--- config.mk ---
export PLATFORM = sky130hd
export DESIGN_NAME = pc_fetch_ctrl
export DESIGN_NICKNAME = d
export VERILOG_FILES = /design/src/rtl/pc_fetch_ctrl.sv
export SDC_FILE = /design/constraint.sdc
export NUM_CORES = 1
export LEC_CHECK = 0
export CELL_PAD_IN_SITES_DETAIL_PLACEMENT = 1
export CELL_PAD_IN_SITES_GLOBAL_PLACEMENT = 1
export CORE_ASPECT_RATIO = 2
export CORE_MARGIN = 2
export CORE_UTILIZATION = 23
export CTS_CLUSTER_DIAMETER = 120
export CTS_CLUSTER_SIZE = 24
export DETAILED_ROUTE_END_ITERATION = 8
export PLACE_DENSITY_LB_ADDON = 0.1
export SYNTH_ARGS = -nofsm -noshare
export SYNTH_HDL_FRONTEND = slang
export SYNTH_SLANG_ARGS = --single-unit
--- constraint.sdc ---
create_clock -name clk -period 1.4 [get_ports clk]
set_input_delay 0.28 -clock clk [delete_from_list [all_inputs] [get_ports clk]]
set_output_delay 0.28 -clock clk [all_outputs]
set_load 0.01 [all_outputs]
--- src/rtl/pc_fetch_ctrl.sv ---
// Fetch sequencer: owns the architectural PC, steers the external next-PC unit,
// runs the imem req/ack handshake and hands instructions to decode.
module pc_fetch_ctrl #(
    parameter logic [31:0] RESET_PC = 32'h0000_0000,
    parameter int          MAX_WAIT = 16
) (
    input  logic        clk,
    input  logic        reset,
    output logic [31:0] pc,
    output logic [1:0]  pc_sel,
    output logic        ext_op,
    input  logic [31:0] next_pc,
    output logic        imem_req,
    output logic [31:0] imem_addr,
    input  logic        imem_ack,
    input  logic [31:0] imem_data,
    output logic        instr_valid,
    output logic [31:0] instr,
    input  logic        instr_ready,
    input  logic        jump,
    input  logic        branch_taken,
    input  logic        sext,
    input  logic        halt,
    output logic        fetch_err
);

    localparam int                CNT_W    = $clog2(MAX_WAIT);
    localparam logic [CNT_W-1:0]  CNT_LAST = CNT_W'(MAX_WAIT - 1);

    typedef enum logic [2:0] {
        IDLE    = 3'd0,
        REQ     = 3'd1,
        DELIVER = 3'd2,
        HALTED  = 3'd3,
        ERROR   = 3'd4
    } state_t;

    state_t             r_state;
    state_t             w_next;
    logic [31:0]        r_pc;
    logic [31:0]        r_instr;
    logic [CNT_W-1:0]   r_wait_cnt;
    logic               w_accept;
    logic [1:0]         w_pc_sel;
    logic               w_ext_op;

    always_ff @(posedge clk) begin
        if (reset) begin
            r_state    <= IDLE;
            r_pc       <= RESET_PC;
            r_instr    <= 32'h0;
            r_wait_cnt <= '0;
        end else begin
            r_state <= w_next;
            if (r_state == REQ && imem_ack)
                r_instr <= imem_data;
            if (w_accept)
                r_pc <= next_pc;
            // Counter only runs while a request is outstanding; any other cycle re-arms it.
            if (r_state == REQ && !imem_ack)
                r_wait_cnt <= r_wait_cnt + CNT_W'(1);
            else
                r_wait_cnt <= '0;
        end
    end

    always_comb begin
        w_next   = r_state;
        w_accept = 1'b0;
        w_pc_sel = 2'b00;
        w_ext_op = 1'b0;
        case (r_state)
            IDLE:    w_next = halt ? HALTED : REQ;
            REQ: begin
                // An ack in the final allowed cycle still wins over the timeout.
                if (imem_ack)
                    w_next = DELIVER;
                else if (r_wait_cnt == CNT_LAST)
                    w_next = ERROR;
            end
            DELIVER: begin
                if (instr_ready) begin
                    w_accept = 1'b1;
                    if (jump) begin
                        w_pc_sel = 2'b01;
                    end else if (branch_taken) begin
                        w_pc_sel = 2'b10;
                        w_ext_op = sext;
                    end
                    w_next = halt ? HALTED : REQ;
                end
            end
            HALTED:  if (!halt) w_next = REQ;
            ERROR:   w_next = ERROR;
            default: w_next = IDLE;
        endcase
    end

    assign pc          = r_pc;
    assign imem_addr   = r_pc;
    assign instr       = r_instr;
    assign pc_sel      = w_pc_sel;
    assign ext_op      = w_ext_op;
    assign imem_req    = (r_state == REQ);
    assign instr_valid = (r_state == DELIVER);
    assign fetch_err   = (r_state == ERROR);

endmodule
==> impl_results.md <==
* Status: finished with violations
* Failing checks: setup timing
* Critical Path End Type: output port
* Cell area after placement at 4520 um^2
* Crit path kind: reg2out
* Hold Vio Cnt, Final at 0
* Power density over the cells at 1030 nW/um^2
* Clock latency on the worst-skew pair at 0.32 ns
* Multi-input gate area at 1450 um^2
* Setup crit start: r_state[0]$_SDFFE_PP0P_
* Crit path time final at 1.64 ns
* Detailed Route Iter0 Violations at 30
* Final core utilization at 0.415
* Register area at 1430 um^2
* RSZ-0062 raised after global routing: yes
* Worst Tran Pin Value at 0.685 ns
* Vias per cell at 4.44
* Sequential share of power at 0.403
* Die width at 83.5 um
* Data required, critical path at 1.12 ns
* Crit path depth at 4
* Hold Path Class: in2reg
* ANT cells at 0
* Drt pass-1 iters at 4
* FMAX at 0.611 GHz
* Layout cells sized above 1 at 0.240
* Port Buffers at 173
* Clk root buf: clkbuf_16
* Post-synthesis async set-or-reset flop share at 0
* DR vias at 2903
* Area Overhead vs Synth at 78.1%
* Setup Skew at 0.00839 ns
* RR Endpoint: instr[5]$_SDFFE_PP0P_
* Clock Tree Buf Depth at 2
* DIE HEIGHT at ~160 um
* Tcrit/Tclk final at 1.17
* Total CTS buffers at 9
* Hold_ws at 0.195 ns
* Gp weighted congestion at between 0.7 and 0.8
* H-tree depth at 3
* Final setup margin at -0.237 ns
* CTS sink count at 71
* Initial antenna violation count at 0
* Final Max Slew Viols at 0
* Cell Rows at 58
* CP delay by family, top: simple AND/OR/NAND/NOR gates
* R2R Path Start: r_state[1]$_SDFFE_PP0P_
* WL/cell at 15.9 um
* Maximum Capacitance Violations at 0
* Post-synthesis sequential area ratio at 0.489
* Cell area after synthesis at 2910 um^2
* # setup viols final at 50
* Arr. time, crit path at between 1 and 1.5 ns
* EDFF count, synth at 0
* Synthesized netlist cell count at between 300 and 400
* Most frequent cells in the layout: 97 x nand2_1, 97 x dlygate4sd2_1, 69 x dfxtp_1, 69 x clkdlybuf4s50_1, 36 x a21oi_2
* P_int at 4040 uW
* Gate power share at 0.170
* Vias in the first global route at around 2900
* Tot GR Track Use at 0.146
* Syn Nets at about 430
* Post-CTS Hold Buffers at 0
* Max_slew headroom at 0.543
* DRT antenna net count at 0
* Nets at 573
* HPWL after detailed placement at 7280 um
* FF+latch count, synth at 71
* CP startpoint kind: register
* Initial Util at 0.233
* First-pass GRT wire length at roughly 15000 um
* Hold path startpoint: reset
* R2R depth at 6
* R2R setup slack at -0.11 ns
* Clock share of power at 0.427
* Buf+Inv Stages, Crit Path at 1
* DRC at 0
* CP peak stage delay at 0.30 ns
* Net Sw Frac at 0.244
* Filler Cells Inserted at 1468
* CP endpoint: ext_op
* Final instance area at ~5200 um^2
* Syn. warnings at 0
* Switch Pwr at 1310 uW
* CP max-delay cell: dfxtp_1
* Ports at 174
* Remaining Overflow, GRT at 0
* Critical path peak fanout at 2
* CP cell instances: nand4bb_4, nor3b_4, and2_1, buf_2
* Unique cell type count in the Yosys netlist at 30
* Mapped Avg Cell Area at 8.17 um^2
* Largest net degree at the start of global routing at 47
* Leak Pwr at 0.00239 uW
* Worst VDD drop at 603 uV
* Routed wire length at roughly 10000 um
* Worst-path clk slew at 0.05 ns
* CTS tree: built
* Placeable Area at 12500 um^2
* Die area at 13600 um^2
* Primary FF master, synth: dfxtp_1
==> routing by layer <==
metal / vias up / track usage / wire length (um) / part of all wire
met5: - / 0 / 0 / 0
met4: 0 / 0.0484 / 152 / 0.015
met3: 9 / 0.0283 / 428 / 0.041
met2: 80 / 0.288 / 6080 / 0.58
met1: 1412 / 0.152 / 3770 / 0.36
li1: 1402 / - / - / -
==> stage by stage <==
stage	power, uW	setup slack (ns)	cells	setup TNS, ns
after floorplan	2540	0.00195	356	0
after global placement	3000	-0.847	633	-20.17
after detailed placement	3010	-0.845	633	-21.81
after CTS	5310	-0.272	651	-2.53
after global routing	5600	-0.309	654	-8.82
final	5350	-0.237	654	-3.28
==> power by group through the flow <==
stage / Sequential, uW / Clock [uW] / Combinational, uW
2_1_floorplan: 2230 / 0 / 307
6_report: 2160 / 2280 / 910
5_1_grt: 2170 / 2450 / 979
3_5_place_dp: 2200 / 0 / 808
3_3_place_gp: 2200 / 0 / 798
4_1_cts: 2160 / 2360 / 789
==> worst min path at each step <==
stage | endpoint | slack, ns | cells past startpoint
finish | r_state[2]$_SDFFE_PP0P_ | 0.19 | 2
global route | r_state[2]$_SDFFE_PP0P_ | 0.20 | 2
CTS | r_state[2]$_SDFFE_PP0P_ | 0.17 | 2
detailed placement | r_wait_cnt[0]$_SDFF_PP0_ | 0.44 | 1
global placement | r_wait_cnt[0]$_SDFF_PP0_ | 0.43 | 1
floorplan | r_state[1]$_SDFFE_PP0P_ | 0.37 | 1
==> cell families (layout without fill, tap and decap cells) <==
kind of cell | after synthesis | count (layout) | share of synthesized area
fa+ha+maj | 1 | 1 | 0.00430
buf+inv | 60 | 208 | 0.148
xor+xnor | 2 | 2 | 0.00603
simple gates | 152 | 152 | 0.221
compound gates | 70 | 70 | 0.132
flops | 71 | 71 | 0.489
==> timing repair <==
item                       in CTS  in global routing
buffers inserted                1                  3
gates resized for setup       141                 97
pin swaps                       6                 46
setup endpoints to repair     167                 72
cloned                          2                  1
==> cell type report <==
| cell class | instances | area share |
|---|---|---|
| clock buffer | 12 | 0.0495 |
| clock inverter | 3 | 0.00821 |
| inverter | 2 | 0.00145 |
| multi-input combinational | 225 | 0.280 |
| sequential | 71 | 0.275 |
| tap | 150 | 0.0362 |
| timing repair buffer | 191 | 0.349 |
==> registers in the layout, indices dropped and copies added, names as in the netlist <==
name,flops
imem_addr,32
r_wait_cnt,4
instr,32
r_state,3
==> synth_stat cells, types with 2 or more instances <==
cell       instances  area, um^2
a2111oi_0          2        17.5
a21oi_1           60         300
a21oi_2            4        35.0
and2_1             2        12.5
buf_2              8        40.0
buf_4             32         240
buf_6              6        67.6
clkbuf_1           8        30.0
clkbuf_8           3        41.3
dfxtp_1           71        1420
inv_1              2        7.51
nand2_1          129         484
nand3_1            2        10.0
nand4bb_1          2        22.5
nor2_1             5        18.8
nor3_1             3        15.0
nor3b_1            4        30.0
==> worst register-to-register path, delay by kind of cell (launching register included) <==
family | cells | cell delay, ns
and+or+nand+nor | 2 | 0.50
buffers and inverters | 3 | 0.47
AOI/OAI and AO/OA | 1 | 0.12
DFF | 1 | 0.36
(Power assumes the default switching activity.)
